[config.mk]
export PLATFORM = sky130hd
export DESIGN_NAME = multdiv_issue_flat
export DESIGN_NICKNAME = d
export VERILOG_FILES = /design/src/rtl/multdiv_pkg.sv /design/src/rtl/multdiv_issue_if.sv /design/src/rtl/multdiv_wait_counter.sv /design/src/rtl/multdiv_issue.sv /design/src/flat_wrapper.sv
export SDC_FILE = /design/constraint.sdc
export NUM_CORES = 1
export LEC_CHECK = 0
export ABC_AREA = 1
export CORE_MARGIN = 2
export CORE_UTILIZATION = 40
export DETAILED_ROUTE_END_ITERATION = 7
export PLACE_DENSITY = 0.85
export SYNTH_ARGS = -nofsm -noshare
export SYNTH_HDL_FRONTEND = slang
export SYNTH_HIERARCHICAL = 1
export SYNTH_SLANG_ARGS = --single-unit
[constraint.sdc]
create_clock -name clk -period 1.67 [get_ports clk]
set_input_delay 0.2505 -clock clk [delete_from_list [all_inputs] [get_ports clk]]
set_output_delay 0.2505 -clock clk [all_outputs]
set_load 0.005 [all_outputs]
[src/rtl/multdiv_pkg.sv]
// Shared definitions for the mult/div issue controller: FSM encoding and
// default exception/timeout constants.
package multdiv_pkg;

  typedef logic [1:0] state_t;

  localparam state_t S_IDLE  = 2'd0;
  localparam state_t S_START = 2'd1;
  localparam state_t S_WAIT  = 2'd2;
  localparam state_t S_DONE  = 2'd3;

  localparam int TIMEOUT_DEF       = 40;
  localparam int EXC_REG_DEF       = 30;
  localparam int EXC_CODE_MULT_DEF = 4;
  localparam int EXC_CODE_DIV_DEF  = 5;

endpackage

[src/rtl/multdiv_issue_if.sv]
// Bundle of the execute-stage request, arithmetic-unit handshake and
// writeback signals around the mult/div issue controller.
interface multdiv_issue_if #(
  parameter int WIDTH    = 32,
  parameter int REG_BITS = 5
);
  logic                issue_valid;
  logic                issue_is_div;
  logic [WIDTH-1:0]    issue_opA;
  logic [WIDTH-1:0]    issue_opB;
  logic [REG_BITS-1:0] issue_rd;
  logic                busy;
  logic [WIDTH-1:0]    md_operandA;
  logic [WIDTH-1:0]    md_operandB;
  logic                ctrl_MULT;
  logic                ctrl_DIV;
  logic [WIDTH-1:0]    data_result;
  logic                data_exception;
  logic                data_resultRDY;
  logic                wb_valid;
  logic [REG_BITS-1:0] wb_rd;
  logic [WIDTH-1:0]    wb_data;
  logic                wb_exc;
  logic                timeout_err;

  modport slave (
    input  issue_valid, issue_is_div, issue_opA, issue_opB, issue_rd,
    input  data_result, data_exception, data_resultRDY,
    output busy, md_operandA, md_operandB, ctrl_MULT, ctrl_DIV,
    output wb_valid, wb_rd, wb_data, wb_exc, timeout_err
  );

  modport master (
    output issue_valid, issue_is_div, issue_opA, issue_opB, issue_rd,
    output data_result, data_exception, data_resultRDY,
    input  busy, md_operandA, md_operandB, ctrl_MULT, ctrl_DIV,
    input  wb_valid, wb_rd, wb_data, wb_exc, timeout_err
  );
endinterface

[src/rtl/multdiv_wait_counter.sv]
// Cycle counter for the WAIT state: flags the first non-zero cycle and the
// last permitted cycle (TIMEOUT-1) before forced completion.
module multdiv_wait_counter
  import multdiv_pkg::*;
#(
  parameter int TIMEOUT = TIMEOUT_DEF
) (
  input  logic clk,
  input  logic reset,
  input  logic clr,
  input  logic en,
  output logic count_nonzero,
  output logic count_expired
);
  localparam int CW = $clog2(TIMEOUT) + 1;

  logic [CW-1:0] r_count;

  always_ff @(posedge clk) begin
    if (reset || clr) begin
      r_count <= '0;
    end else if (en && !count_expired) begin
      r_count <= r_count + CW'(1);
    end
  end

  assign count_nonzero = |r_count;
  assign count_expired = (r_count == CW'(TIMEOUT - 1));

endmodule

[src/rtl/multdiv_issue.sv]
// Issue controller for the iterative multiplier/divider: latches a request,
// pulses start, stalls until ready or timeout, then emits one writeback beat.
module multdiv_issue
  import multdiv_pkg::*;
#(
  parameter int WIDTH         = 32,
  parameter int REG_BITS      = 5,
  parameter int TIMEOUT       = TIMEOUT_DEF,
  parameter int EXC_REG       = EXC_REG_DEF,
  parameter int EXC_CODE_MULT = EXC_CODE_MULT_DEF,
  parameter int EXC_CODE_DIV  = EXC_CODE_DIV_DEF
) (
  input logic            clk,
  input logic            reset,
  multdiv_issue_if.slave bus
);

  state_t              r_state;
  logic [WIDTH-1:0]    r_opA;
  logic [WIDTH-1:0]    r_opB;
  logic [REG_BITS-1:0] r_rd;
  logic                r_is_div;
  logic [REG_BITS-1:0] r_wb_rd;
  logic [WIDTH-1:0]    r_wb_data;
  logic                r_wb_exc;
  logic                r_timeout;

  logic w_nonzero;
  logic w_expired;
  logic w_rdy_acc;
  logic w_force;
  logic w_accept_issue;

  function automatic logic [WIDTH-1:0] exc_word(input logic is_div);
    return is_div ? WIDTH'(EXC_CODE_DIV) : WIDTH'(EXC_CODE_MULT);
  endfunction

  multdiv_wait_counter #(.TIMEOUT(TIMEOUT)) u_wait_counter (
    .clk           (clk),
    .reset         (reset),
    .clr           (r_state == S_START),
    .en            (r_state == S_WAIT),
    .count_nonzero (w_nonzero),
    .count_expired (w_expired)
  );

  // The first WAIT cycle never accepts RDY: it may be left over from the previous op.
  assign w_rdy_acc      = (r_state == S_WAIT) && w_nonzero && bus.data_resultRDY;
  assign w_force        = (r_state == S_WAIT) && w_expired && !w_rdy_acc;
  assign w_accept_issue = ((r_state == S_IDLE) || (r_state == S_DONE)) && bus.issue_valid;

  always_ff @(posedge clk) begin
    if (reset) begin
      r_state   <= S_IDLE;
      r_opA     <= '0;
      r_opB     <= '0;
      r_rd      <= '0;
      r_is_div  <= 1'b0;
      r_wb_rd   <= '0;
      r_wb_data <= '0;
      r_wb_exc  <= 1'b0;
      r_timeout <= 1'b0;
    end else begin
      r_timeout <= w_force;
      if (w_accept_issue) begin
        r_opA    <= bus.issue_opA;
        r_opB    <= bus.issue_opB;
        r_rd     <= bus.issue_rd;
        r_is_div <= bus.issue_is_div;
      end
      if (w_rdy_acc && !bus.data_exception) begin
        r_wb_rd   <= r_rd;
        r_wb_data <= bus.data_result;
        r_wb_exc  <= 1'b0;
      end else if (w_rdy_acc || w_force) begin
        r_wb_rd   <= REG_BITS'(EXC_REG);
        r_wb_data <= exc_word(r_is_div);
        r_wb_exc  <= 1'b1;
      end
      case (r_state)
        S_IDLE:  r_state <= w_accept_issue ? S_START : S_IDLE;
        S_START: r_state <= S_WAIT;
        S_WAIT:  r_state <= (w_rdy_acc || w_force) ? S_DONE : S_WAIT;
        S_DONE:  r_state <= w_accept_issue ? S_START : S_IDLE;
        default: r_state <= S_IDLE;
      endcase
    end
  end

  assign bus.busy        = (r_state == S_START) || (r_state == S_WAIT);
  assign bus.ctrl_MULT   = (r_state == S_START) && !r_is_div;
  assign bus.ctrl_DIV    = (r_state == S_START) && r_is_div;
  assign bus.md_operandA = r_opA;
  assign bus.md_operandB = r_opB;
  assign bus.wb_valid    = (r_state == S_DONE);
  assign bus.wb_rd       = r_wb_rd;
  assign bus.wb_data     = r_wb_data;
  assign bus.wb_exc      = r_wb_exc;
  assign bus.timeout_err = r_timeout;

endmodule

[src/flat_wrapper.sv]
// flat-port wrapper written by rule: the top's interface ports become plain ports
module multdiv_issue_flat import multdiv_pkg::*;
#(
  parameter int WIDTH         = 32,
  parameter int REG_BITS      = 5,
  parameter int TIMEOUT       = TIMEOUT_DEF,
  parameter int EXC_REG       = EXC_REG_DEF,
  parameter int EXC_CODE_MULT = EXC_CODE_MULT_DEF,
  parameter int EXC_CODE_DIV  = EXC_CODE_DIV_DEF
)
  (clk, reset, bus_issue_valid, bus_issue_is_div, bus_issue_opA, bus_issue_opB, bus_issue_rd, bus_data_result, bus_data_exception, bus_data_resultRDY, bus_busy, bus_md_operandA, bus_md_operandB, bus_ctrl_MULT, bus_ctrl_DIV, bus_wb_valid, bus_wb_rd, bus_wb_data, bus_wb_exc, bus_timeout_err);
  multdiv_issue_if #(.WIDTH(WIDTH), .REG_BITS(REG_BITS)) bus_i ();
  input logic clk;
  input logic reset;
  input wire logic [$bits(bus_i.issue_valid)-1:0] bus_issue_valid;
  input wire logic [$bits(bus_i.issue_is_div)-1:0] bus_issue_is_div;
  input wire logic [$bits(bus_i.issue_opA)-1:0] bus_issue_opA;
  input wire logic [$bits(bus_i.issue_opB)-1:0] bus_issue_opB;
  input wire logic [$bits(bus_i.issue_rd)-1:0] bus_issue_rd;
  input wire logic [$bits(bus_i.data_result)-1:0] bus_data_result;
  input wire logic [$bits(bus_i.data_exception)-1:0] bus_data_exception;
  input wire logic [$bits(bus_i.data_resultRDY)-1:0] bus_data_resultRDY;
  output wire logic [$bits(bus_i.busy)-1:0] bus_busy;
  output wire logic [$bits(bus_i.md_operandA)-1:0] bus_md_operandA;
  output wire logic [$bits(bus_i.md_operandB)-1:0] bus_md_operandB;
  output wire logic [$bits(bus_i.ctrl_MULT)-1:0] bus_ctrl_MULT;
  output wire logic [$bits(bus_i.ctrl_DIV)-1:0] bus_ctrl_DIV;
  output wire logic [$bits(bus_i.wb_valid)-1:0] bus_wb_valid;
  output wire logic [$bits(bus_i.wb_rd)-1:0] bus_wb_rd;
  output wire logic [$bits(bus_i.wb_data)-1:0] bus_wb_data;
  output wire logic [$bits(bus_i.wb_exc)-1:0] bus_wb_exc;
  output wire logic [$bits(bus_i.timeout_err)-1:0] bus_timeout_err;
  assign bus_i.issue_valid = bus_issue_valid;
  assign bus_i.issue_is_div = bus_issue_is_div;
  assign bus_i.issue_opA = bus_issue_opA;
  assign bus_i.issue_opB = bus_issue_opB;
  assign bus_i.issue_rd = bus_issue_rd;
  assign bus_i.data_result = bus_data_result;
  assign bus_i.data_exception = bus_data_exception;
  assign bus_i.data_resultRDY = bus_data_resultRDY;
  assign bus_busy = bus_i.busy;
  assign bus_md_operandA = bus_i.md_operandA;
  assign bus_md_operandB = bus_i.md_operandB;
  assign bus_ctrl_MULT = bus_i.ctrl_MULT;
  assign bus_ctrl_DIV = bus_i.ctrl_DIV;
  assign bus_wb_valid = bus_i.wb_valid;
  assign bus_wb_rd = bus_i.wb_rd;
  assign bus_wb_data = bus_i.wb_data;
  assign bus_wb_exc = bus_i.wb_exc;
  assign bus_timeout_err = bus_i.timeout_err;
  multdiv_issue #(.WIDTH(WIDTH), .REG_BITS(REG_BITS), .TIMEOUT(TIMEOUT), .EXC_REG(EXC_REG), .EXC_CODE_MULT(EXC_CODE_MULT), .EXC_CODE_DIV(EXC_CODE_DIV)) u_core (.clk(clk), .reset(reset), .bus(bus_i));
endmodule
Yosys cells after proc, flatten, opt, wreduce, memory -nomap -nowiden
Index checks and enable logic that the tools add are counted.

Add/subtract/negate cells: 1. Multipliers: 0. Divide/modulo/power cells: 0. Order comparisons: 0. Equal/unequal tests: 4. Shifts and indexed selects: 0. Mux-type cells: 8. Bitwise logic cells: 0. Reduce and logical (&&, ||, !) cells: 22.

Operators by type and width (count): 32-bit two-way mux (2); 5-bit two-way mux (2); 1-bit logical AND (9); 7-bit by 1-bit adder with 7-bit output (second input constant) (1); 7-bit by 6-bit equality test with 1-bit output (second input constant) (1); 7-bit OR reduction (1); 2-bit one-hot mux with 3 select lines (1); 2-bit equality test (second input constant) (2); 1-bit zero test (4); 1-bit logical OR (4); 2-bit OR reduction (2); 1-bit two-way mux (3); 2-bit by 1-bit equality test with 1-bit output (second input constant) (1); 2-bit zero test (1); 2-bit nonzero test (1).

Register bits after elaboration: 118. Latch bits: 0. Bits in writable memories: 0. Memory bits (read-only): 0. Input port bits: 107. Output and inout bits: 107. Logic and storage cells: 45. Memories kept: 0.

Depth between registers and ports, before layout
Depth after elaboration: 8. Mapped depth: 11.

Hierarchy
Netlist, hierarchy kept.

Modules (own cells, without submodules): multdiv_issue (instances 1, cells each 495, area each 3941.3 µm², sequential area each 2222.1 µm²); multdiv_wait_counter (instances 1, cells each 61, area each 430.4 µm², sequential area each 140.1 µm²).

Least setup slack after synthesis
OpenSTA, ideal clock, no wires.

Kind: reg-to-reg. From: register u_core.u_wait_counter.r_count[0]. To: register u_core.r_wb_data[10] (netlist: u_core/bus.wb_data[10]). Data arrival time: 1380 ps. Data required time: 1538 ps. Slack: 158 ps. Stages on the path, launching flop included: 12. Cells stage by stage: dfxtp_1 -> ha_1 -> nand2_2 -> clkinv_2 -> nand3_4 -> inv_1 -> nand2_1 -> nand2_2 -> inv_2 -> buf_6 -> nand2_1 -> a21oi_1.

RTL lines: from (decl) (line multdiv_wait_counter.sv:17) `logic [CW-1:0] r_count;`; from (signal assigned) (line multdiv_wait_counter.sv:23) `r_count <= r_count + CW'(1);`; 7-bit by 6-bit equality test with 1-bit output (line multdiv_wait_counter.sv:28) `assign count_expired = (r_count == CW'(TIMEOUT - 1));`; net u_core.w_expired (line multdiv_issue.sv:29) `logic w_expired;`; 1-bit logical AND (2 in series) (line multdiv_issue.sv:49) `assign w_force = (r_state == S_WAIT) && w_expired && !w_rdy_acc;`; 1-bit logical OR (line multdiv_issue.sv:75) `end else if (w_rdy_acc || w_force) begin`; 2-bit nonzero test (no source line); to (signal assigned) (line multdiv_issue.sv:73) `r_wb_data <= bus.data_result;`; to (signal assigned) (line multdiv_issue.sv:77) `r_wb_data <= exc_word(r_is_div);`; to (decl) (line multdiv_issue.sv:24) `logic [WIDTH-1:0] r_wb_data;`.

The timed path passes the listed nets, and every way through them passes these cells. A chain may end at the register's enable or synchronous reset.

Worst setup path after layout
From: register u_core.r_state[1]. To: output port bus_ctrl_MULT.

Longest elaborated chain between the ends: 2.

RTL lines: from (decl) (line multdiv_issue.sv:18) `state_t r_state;`; from (signal assigned) (line multdiv_issue.sv:81) `S_IDLE: r_state <= w_accept_issue ? S_START : S_IDLE;`; from (signal assigned) (line multdiv_issue.sv:83) `S_WAIT: r_state <= (w_rdy_acc || w_force) ? S_DONE : S_WAIT;`; from (signal assigned) (line multdiv_issue.sv:84) `S_DONE: r_state <= w_accept_issue ? S_START : S_IDLE;`; 2-bit by 1-bit equality test with 1-bit output (line multdiv_issue.sv:91) `assign bus.ctrl_MULT = (r_state == S_START) && !r_is_div;`; 1-bit logical AND (line multdiv_issue.sv:91); to (decl) (line flat_wrapper.sv:26) `output wire logic [$bits(bus_i.ctrl_MULT)-1:0] bus_ctrl_MULT;`.

Every way passes these cells.

==> flow_summary.yaml <==
timing:
  fin_crit_sh_pct: 99.2
  relSlewSlack_pct: 76.0
  timing_hold_violations_final: 0
  drv_slew: 0
  worstMarginPinSlew_ns: 0.359
  period_needed_ns: 1.66
  finalSetupViolCount: 0
  finClkSkew_ns: 0.00836
  max_freq_mhz: 603
  worst_slack_ns: 0.0127
  grt_setup_unrepaired: "yes"
  whs_ns: 0.292
worst_setup_path:
  crit_chain: "inv_1 -> ha_2 -> buf_6 -> inv_2 -> nor2_2 -> buf_2"
  worstPathArrival_ns: 1.41
  worstPathRequired_ns: 1.42
  cp_top_family: "buffers and inverters"
  timing.rr.end: "u_core/bus.wb_data[8]"
  reg2reg_depth: 11
  cp_max_fo: 3
  startpoint_type: "register"
  worstSetupPathType: "reg2out"
  r2r_slack_ns: 0.07
  cp_num_buf_inv: 4
  critical_path.max_stage_delay_ns: 0.34
  crit_slowest_cell: "dfxtp_2"
  reg2reg_from: "u_core/u_wait_counter/r_count[0]"
  end_kind: "primary output"
synthesis:
  synth-main-ff-cell: "dfxtp_1"
  synth_top_cell_by_area: "dfxtp_1"
  synth-edff-count: 0
  yosys.area.top_type_share_pct: 54.0
  synth_seq_cells: 118
  syn_area_mm2: 0.00437
  synth_common_cells: "144 x nor2_1, 118 x dfxtp_1, 78 x nand2_1"
  ys_types: 25
  syn_inst: 556
  avgSynthCellArea_um2: 7.86
  netlist_top_cells_area: "dfxtp_1 54%, nor2_1 12%, o21ai_0 7.8%"
  ys_warn_count: 6
  ys_seq_area_share_pct: 54.0
  syn_nets: 668
  synth_most_common_cell: "nor2_1"
  async_reset_ff_share_pct: 0
floorplan:
  rows: 38
  die_w_um: 109
  die_h_um: 109
  initial_core_util_pct: 40.7
  core-area_mm2: 0.0107
  ios: 214
  fp.dieArea_mm2: 0.0118
power_and_ir_drop:
  power_density_mw_per_mm2: 1110
  ir_worst_vdd_mv: 0.621
  leakage_nw: 3.18
global_routing:
  grt_max_degree: 79
  antenna_found_initial: 0
  grt_pass1_wl_um: 20300
  grt_pass1_vias: 4456
  overflow: 0
  grt_use_total_pct: 22.0
finish:
  ff_latch_area_mm2: 0.00237
  nFillCells: 826
  n_antenna_cell: 0
  fin_cells: 927
  drive_above_1_share_pct: 10.7
  layout.nets: 886
  final_util_pct: 68.7
  multi_input_area_mm2: 0.00173
  final_area_mm2: 0.00738
  area_growth_pct: 68.8
clock_tree:
  hold_buffers: 0
  path_clk_slew_ns: 0.06
  insertion_delay_ns: 0.51
  clockBufferDepth: 2
  clock-sinks: 118
  cts-root-buf: "clkbuf_8"
  h-tree-depth: 4
  cts_tree: "built"
  numCtsBuffers: 17
drt:
  wl_per_cell_um: 14.4
  drt_pass1_iterations: 5
  drc: 0
  detail_route.vias_per_cell: 4.82
  num_vias: 4469
  drtAntennaViolNets: 0
  drt_iter0_markers: 240
  finalWirelength_um: 13300
place:
  dp_cells: 890
  dp.final_hpwl_um: 9300
  place.gp.congestion: 0.906
  pre_cts_ws_ns: -0.0116
  dpl_cell_area_mm2: 0.00663
  port_buffers: 213
worst_hold_path:
  hp-start: "bus_data_result[19]"
  min_path_type: "in2reg"
  hold_end: "u_core/bus.wb_data[19]"
  holdPathStages: 3
status:
  status: "finished, final reports clean"
run:
  maxCapViolCount: 0
## what timing repair did
item / in CTS / in global routing
setup endpoints to repair: 12 / 88
resized for setup: 18 / 40
cloned: 0 / 1
buffers inserted: 2 / 2
## tightest hold or removal path, stage by stage
cell and delay (ns):
clkdlybuf4s50_1 0.40, nand2_1 0.06, a21oi_1 0.05
## stage by stage
stage / TNS, ns / total power, mW
6_report: 0 / 8.23
5_1_grt: -0.0789 / 8.59
4_1_cts: -0.0916 / 8.29
3_5_place_dp: -0.0157 / 4.60
3_3_place_gp: 0 / 4.55
2_1_floorplan: 0 / 3.77
## worst max path at each step
stage	start	slack (ns)	cells after the start	endpoint
after floorplan	u_core/u_wait_counter/r_count[0]	0.16	11	u_core/bus.wb_data[10]
after global routing	u_core/r_state[1]	-0.04	6	bus_ctrl_MULT
after CTS	u_core/r_state[1]	-0.09	4	bus_busy
after detailed placement	u_core/u_wait_counter/r_count[0]	-0.01	11	u_core/bus.wb_data[29]
after global placement	u_core/u_wait_counter/r_count[0]	0.11	11	u_core/bus.wb_data[8]
final	u_core/r_state[1]	0.01	6	bus_ctrl_MULT
## flip-flops by register name, indices dropped and copies added (netlist names), 2 cells and up
name                           flops
u_core/r_state                     2
u_core/bus.md_operandB            32
u_core/bus.wb_data                32
u_core/r_rd                        5
u_core/bus.md_operandA            32
u_core/bus.wb_rd                   5
u_core/u_wait_counter/r_count      7
## cells by family after synthesis
| logic type | count (synthesis) | share of synthesized area, % |
|---|---|---|
| compound gates | 122 | 14.1 |
| fa+ha+maj | 5 | 1.43 |
| buf+inv | 62 | 7.38 |
| flops | 118 | 54.0 |
| simple gates | 249 | 23.0 |
## power breakdown
part / leakage (nW) / switching, mW / internal [mW]
Sequential: 0.971 / 0.129 / 3.06
Combinational: 1.92 / 0.599 / 0.783
Clock: 0.291 / 1.24 / 2.42
## cell usage in the layout (no fill, tap or decap), types with 2 or more instances in the layout
cell,count
dfxtp_1,112
o21ai_0,66
clkbuf_16,17
a21oi_2,3
dlymetal6s2s_1,19
ha_4,2
bufinv_16,3
clkinv_2,4
buf_4,12
nor3_1,2
dlygate4sd2_1,2
nand2_1,77
nand4_1,5
nand3_1,9
buf_6,2
clkbuf_8,5
clkbuf_2,2
inv_2,5
clkinvlp_4,2
nor2_2,4
o21ai_1,11
dfxtp_2,5
clkdlybuf4s50_1,188
a21oi_1,41
inv_1,21
ha_2,2
nor2_1,143
buf_12,4
nand2_2,6
clkbuf_1,3
## final cells by class
cell class                 count  share of cell area [%]
sequential                   118                    32.1
inverter                      28                    1.47
clock inverter                 8                    1.63
clock buffer                  24                    6.51
tap                          140                    2.37
timing repair buffer         233                    32.4
multi-input combinational    376                    23.4
## metal layers
layer  vias up  global-route usage, %  part of all wire (%)
met5         -                      0                     0
met4         0                   10.5                   2.9
met3        33                   8.92                   9.6
met2       220                   38.3                    50
met1      2005                   23.1                    37
li1       2211                      -                     -
Note: power is estimated with default switching activity, not from simulation.
